<file path="src/rtl/reg_mux_stream.sv">
// reg_mux_stream: N-channel stream multiplexer with a one-deep registered output.
// Mode 0 forwards the channel named by Select; Mode 1 arbitrates round-robin
// starting after the last granted channel. Optional transfer counter is built
// when the macro REG_MUX_STREAM_COUNT_EN is defined.
module reg_mux_stream #(
    parameter int INPUT_BIT_WIDTH = 8,
    parameter int CHANNELS        = 4,
    parameter int BUS_WIDTH       = 2
) (
    input  logic                                Clock,
    input  logic                                Reset,
    input  logic [CHANNELS*INPUT_BIT_WIDTH-1:0] InputData,
    input  logic [CHANNELS-1:0]                 InputValid,
    output logic [CHANNELS-1:0]                 InputReady,
    input  logic [BUS_WIDTH-1:0]                Select,
    input  logic                                Mode,
    output logic [INPUT_BIT_WIDTH-1:0]          Output,
    output logic                                OutputValid,
    input  logic                                OutputReady,
    output logic [BUS_WIDTH-1:0]                OutputChannel
`ifdef REG_MUX_STREAM_COUNT_EN
    ,
    output logic [15:0]                         TransferCount
`endif
);

    // Registered output stage and round-robin pointer.
    logic [INPUT_BIT_WIDTH-1:0] out_data_q, out_data_d;
    logic [BUS_WIDTH-1:0]       out_chan_q, out_chan_d;
    logic                       out_valid_q, out_valid_d;
    logic [BUS_WIDTH-1:0]       ptr_q, ptr_d;

    // Arbitration results for the current cycle.
    logic                       grant_valid;
    logic [BUS_WIDTH-1:0]       grant_idx;
    logic [INPUT_BIT_WIDTH-1:0] grant_data;
    logic                       load_en;
    logic                       in_xfer;
    logic                       out_xfer;
    int                         rr_dist;
    int                         rr_best;

    // The output register may accept a word when empty or when being drained.
    assign load_en  = !out_valid_q || OutputReady;
    assign out_xfer = out_valid_q && OutputReady;
    assign in_xfer  = |InputReady;

    // Pick the granted channel: fixed Select in Mode 0, rotating priority in Mode 1.
    always_comb begin
        // NOTE: every combinational output gets a default first so no path leaves it unassigned (no latch).
        grant_valid = 1'b0;
        grant_idx   = '0;
        rr_dist     = 0;
        rr_best     = CHANNELS;
        if (!Mode) begin
            // Select values at or above CHANNELS never match a channel, so they grant nothing.
            for (int c = 0; c < CHANNELS; c++) begin
                if (int'(Select) == c && InputValid[c]) begin
                    grant_valid = 1'b1;
                    grant_idx   = BUS_WIDTH'(c);
                end
            end
        end else begin
            // Distance from Pointer+1, wrapped modulo CHANNELS; the nearest valid channel wins.
            for (int c = 0; c < CHANNELS; c++) begin
                rr_dist = c - int'(ptr_q) - 1;
                if (rr_dist < 0) rr_dist = rr_dist + CHANNELS;
                if (InputValid[c] && rr_dist < rr_best) begin
                    rr_best     = rr_dist;
                    grant_valid = 1'b1;
                    grant_idx   = BUS_WIDTH'(c);
                end
            end
        end
    end

    // Extract the granted channel's word from the packed input bus.
    always_comb begin
        grant_data = '0;
        for (int c = 0; c < CHANNELS; c++) begin
            if (int'(grant_idx) == c) grant_data = InputData[c*INPUT_BIT_WIDTH +: INPUT_BIT_WIDTH];
        end
    end

    // One-hot ready to the granted channel, only when the output can load and not in reset.
    always_comb begin
        InputReady = '0;
        for (int c = 0; c < CHANNELS; c++) begin
            InputReady[c] = !Reset && grant_valid && load_en && (int'(grant_idx) == c);
        end
    end

    // Next state of the output register and the round-robin pointer.
    always_comb begin
        out_data_d  = out_data_q;
        out_chan_d  = out_chan_q;
        out_valid_d = out_valid_q;
        ptr_d       = ptr_q;
        if (load_en) begin
            if (in_xfer) begin
                out_data_d  = grant_data;
                out_chan_d  = grant_idx;
                out_valid_d = 1'b1;
                if (Mode) ptr_d = grant_idx;
            end else begin
                // Drained with nothing new: word stays visible but is no longer valid.
                out_valid_d = 1'b0;
            end
        end
    end

    // State registers with synchronous reset; reset discards any held word.
    always_ff @(posedge Clock) begin
        // NOTE: sequential state uses non-blocking assignments so all flops update from pre-edge values.
        if (Reset) begin
            out_data_q  <= '0;
            out_chan_q  <= '0;
            out_valid_q <= 1'b0;
            ptr_q       <= BUS_WIDTH'(CHANNELS - 1);
        end else begin
            out_data_q  <= out_data_d;
            out_chan_q  <= out_chan_d;
            out_valid_q <= out_valid_d;
            ptr_q       <= ptr_d;
        end
    end

    assign Output        = out_data_q;
    assign OutputChannel = out_chan_q;
    assign OutputValid   = out_valid_q;

`ifdef REG_MUX_STREAM_COUNT_EN
    logic [15:0] count_q, count_d;

    // Count output transfers; wraps naturally at 16 bits.
    always_comb begin
        count_d = count_q;
        if (out_xfer) count_d = count_q + 16'd1;
    end

    // Transfer counter register.
    always_ff @(posedge Clock) begin
        if (Reset) count_q <= '0;
        else       count_q <= count_d;
    end

    assign TransferCount = count_q;
`else
    // Without the counter the drain strobe has no consumer.
    logic unused_out_xfer;
    assign unused_out_xfer = out_xfer;
`endif

endmodule

</file>
<file path="config.mk">
export PLATFORM = sky130hd
export DESIGN_NAME = reg_mux_stream
export DESIGN_NICKNAME = d
export VERILOG_FILES = /design/src/rtl/reg_mux_stream.sv
export SDC_FILE = /design/constraint.sdc
export NUM_CORES = 1
export LEC_CHECK = 0
export BUFFER_PORTS_ARGS = -buffer_cell sky130_fd_sc_hd__buf_2
export CAP_MARGIN = 25
export CELL_PAD_IN_SITES_DETAIL_PLACEMENT = 1
export CELL_PAD_IN_SITES_GLOBAL_PLACEMENT = 2
export CORE_MARGIN = 8
export CORE_UTILIZATION = 26
export CTS_BUF_LIST = sky130_fd_sc_hd__clkbuf_4 sky130_fd_sc_hd__clkbuf_8
export DETAILED_ROUTE_END_ITERATION = 10
export PLACE_DENSITY = 0.79
export REMOVE_ABC_BUFFERS = 1
export SLEW_MARGIN = 20
export SYNTH_ARGS = -nofsm -noshare
export SYNTH_HDL_FRONTEND = slang
export SYNTH_SLANG_ARGS = --single-unit
</file>
<file path="constraint.sdc">
create_clock -name Clock -period 5.2 [get_ports Clock]
set_clock_uncertainty 0.15 [all_clocks]
set_input_delay 0.78 -clock Clock [delete_from_list [all_inputs] [get_ports Clock]]
set_output_delay 0.78 -clock Clock [all_outputs]
set_load 0.01 [all_outputs]
</file>
==> summary.md <==
| Metric | Value |
|---|---|
| Post-route setup slack | 0.346 ns |
| Warnings from Yosys | 0 |
| Vias | 1372 |
| Startpoint types | flop |
| Share of the synthesized area in the top cell type | 20.9% |
| Register share of total power | 27.0% |
| Fin crit period | 4.85 ns |
| Clock sink count | 13 |
| WL/cell | 15.6 um |
| Switching pwr | 0.182 mW |
| CTS tree | done |
| Die W | 85.2 um |
| Gr ovfl total | 0 |
| Tightest Pin Transition | 0.528 ns |
| Initial core utilization | 26.7% |
| Mapped Area | 1240 um2 |
| First-pass GRT wire length | 6850 um |
| Die H | 85.2 um |
| Mean area per synthesized cell | 8.08 um2 |
| Vias per Instance | 5.14 |
| Simple-gate area share of the yosys netlist | 25.2% |
| Clock Tree Root | clkbuf_8 |
| Slew headroom | 64.8% |
| Logic pwr share | 52.9% |
| Pwr Density | 281 nW/um2 |
| Max cap viols | 0 |
| IO buf count | 56 |
| Area growth, synth to finish | 34.6% |
| Total Wirelength | 4170 um |
| VDD IR max | 0.100 mV |
| Seq cells post-synth | 13 |
| Clock slew at reported path FFs | 0.06 ns |
| WS Path Type | reg2out |
| DR DRC count | 0 |
| Arrival @ worst endpoint | 3.92 ns |
| Maximum level of the CTS H-tree | 1 |
| DP HPWL | 3210 um |
| Dominant cells by area after synthesis | dfxtp_1, mux2i_1, ha_1 |
| Initial antenna violation count | 0 |
| Largest family of logic cells by synthesized area | compound AO/OA/AOI/OAI gates |
| P_leak | 0.865 nW |
| Worst setup EP type | output port |
| Endpoints failing hold | 0 |
| Largest net degree at the start of global routing | 25 |
| RSZ-0062 raised after global routing | no |
| CP required | 4.27 ns |
| Clock power share | 20.1% |
| Internal Pwr Total | 0.287 mW |
| Sw frac | 38.8% |
| HP Class | reg2reg |
| Compound-gate portion of the synthesized area | 26.0% |
| Cells after Synth | 154 |
| Final setup fails | 0 |
| Clk_lat worst skew | 0.25 ns |
| Multiplexer area fraction after synthesis | 10.5% |
| Register area share after synthesis | 20.9% |
| Routability cong. | 0.741 |
| Synth area leader | dfxtp_1 |
| Drt initial violations | 39 |
| TritonRoute pass-1 iters | 4 |
| Ant diodes | 0 |
| Final Cell Area | 1670 um2 |
| Total Routing Usage GR | 11.5% |
| Fin. max-slew vios | 0 |
| Nets | 264 |
| Layout cells sized above 1 | 40.8% |
| Final period utilization | 93.3% |
| Number of placement rows | 25 |
| Hold-fix buffers, CTS | 0 |
| Worst Path Max Fanout | 7 |
| Max clock buf depth | 2 |
| Core Area | 4660 um2 |
| Synth unique cells | 44 |
| IO Count | 57 |
| Antenna Violating Nets Remaining | 0 |
| Status | completed |
| Synth Area in XOR/XNOR | 1.41% |
| Placed Area | 1570 um2 |
| Pre-CTS setup slack | 0.236 ns |
| Die area | 7250 um2 |
| Vias in the first global route | 1425 |
| Max Freq | 206 MHz |
| Synth Area in Adders | 8.05% |
| CTS buffer count | 3 |
sequential cells by signal, indices dropped and copies added, names as in the netlist:
signal	flops
Output	8
OutputChannel	2
ptr_q	2
OutputValid	1
critical path, cell delays in order, from the launching register on:
cell      delay (ns)
dfxtp_2         0.39
inv_1           0.10
ha_2            0.34
nand2b_1        0.13
nor2_1          0.06
o21ai_1         0.11
o31a_1          0.16
ha_1            0.16
and4bb_1        0.22
o211ai_2        0.25
nand2_2         0.13
o21a_1          0.19
ha_1            0.31
o22ai_1         0.09
a41oi_2         0.16
o211ai_1        0.11
a21oi_2         0.33
buf_6           0.18
and3_1          0.14
buf_2           0.12
synth_stat cells (all sizes together):
cell,number
conb,1
o211ai,8
or2,1
o2bb2ai,1
ha,8
nor3b,2
nand3b,1
nor2b,2
nand2b,1
o21ai,11
nand2,13
clkbuf,5
a41o,5
a41oi,1
inv,8
o21a,1
or3,4
nor2,6
a221o,6
xor2,1
nand3,3
and3,1
o22ai,1
xnor2,1
a31oi,3
and2,6
dfxtp,13
mux2i,13
buf,6
nor3,8
and4bb,3
nand4,3
o31a,1
a21oi,6
cell families after synthesis:
family	Yosys count
AND/OR/NAND/NOR	54
XOR/XNOR	2
other	1
buffers and inverters	19
flip-flops	13
AO/OA/AOI/OAI	44
multiplexers	13
adder cells (fa/ha/maj)	8
placed cells by master (no fill, tap or decap), types with 3 or more instances in the layout:
cell type,synthesis,routed
buf_2,2,56
mux2i_1,13,13
dfxtp_1,13,12
nand2_1,13,12
o21ai_0,11,10
buf_4,2,8
inv_1,8,7
o211ai_1,7,7
nor3_1,8,7
ha_1,8,7
a221o_1,6,6
nor2_1,6,5
a41o_1,5,5
a21oi_1,5,4
nand3_1,3,3
a31oi_1,3,3
nand4_1,3,3
or3_1,3,3
clkbuf_8,0,3
metrics by stage:
stage,cells,total power [mW],utilization (%),hold slack (ns),setup TNS (ns)
final,267,0.470,35.9,0.319,0
after CTS,263,0.461,34.8,0.320,0
after floorplan,144,0.278,-,0.324,-0.161
after global placement,258,0.359,33.6,0.295,0
after detailed placement,258,0.361,33.6,0.309,0
after global routing,267,0.510,35.9,0.328,0
routing by layer:
metal | vias to the layer above | GRT usage, % | share of wire (%)
li1 | 695 | - | -
met1 | 626 | 14.8 | 49
met2 | 47 | 16.8 | 41
met3 | 4 | 4.44 | 8.5
met4 | 0 | 3.88 | 0.82
met5 | - | 0 | 0
timing repair:
item / CTS / global route
pin swaps: 1 / 2
buffers inserted: 1 / 4
cloned: 0 / 0
endpoints found under the setup margin: 2 / 4
resized for setup: 1 / 9
area by class of cell:
cell class              instances  area, um2
repair buffers                 65        352
flip-flops and latches         13        262
clock inverters                 1       5.00
clock buffers                   3       41.3
fillers                       559       2990
well taps                      54       67.6
inverters                       8       30.0
multi-input cells             123        917
path summary, 6_finish.rpt:
check                   start  cells after the start  slack (ns)                to
min          OutputChannel[0]                      2        0.32  OutputChannel[0]
max                  ptr_q[0]                     19        0.35     InputReady[1]
max reg2reg          ptr_q[0]                     21        0.90         Output[6]
min reg2reg  OutputChannel[0]                      2        0.32  OutputChannel[0]
power by group through the flow:
stage                     clock [mW]  combinational, mW  sequential, mW
after detailed placement           0              0.233           0.128
after global routing           0.101              0.279           0.129
final                         0.0943              0.248           0.127
after floorplan                    0              0.144           0.134
after CTS                     0.0983              0.236           0.126
after global placement             0              0.231           0.128
No activity file was read; power rests on OpenSTA's default activity.
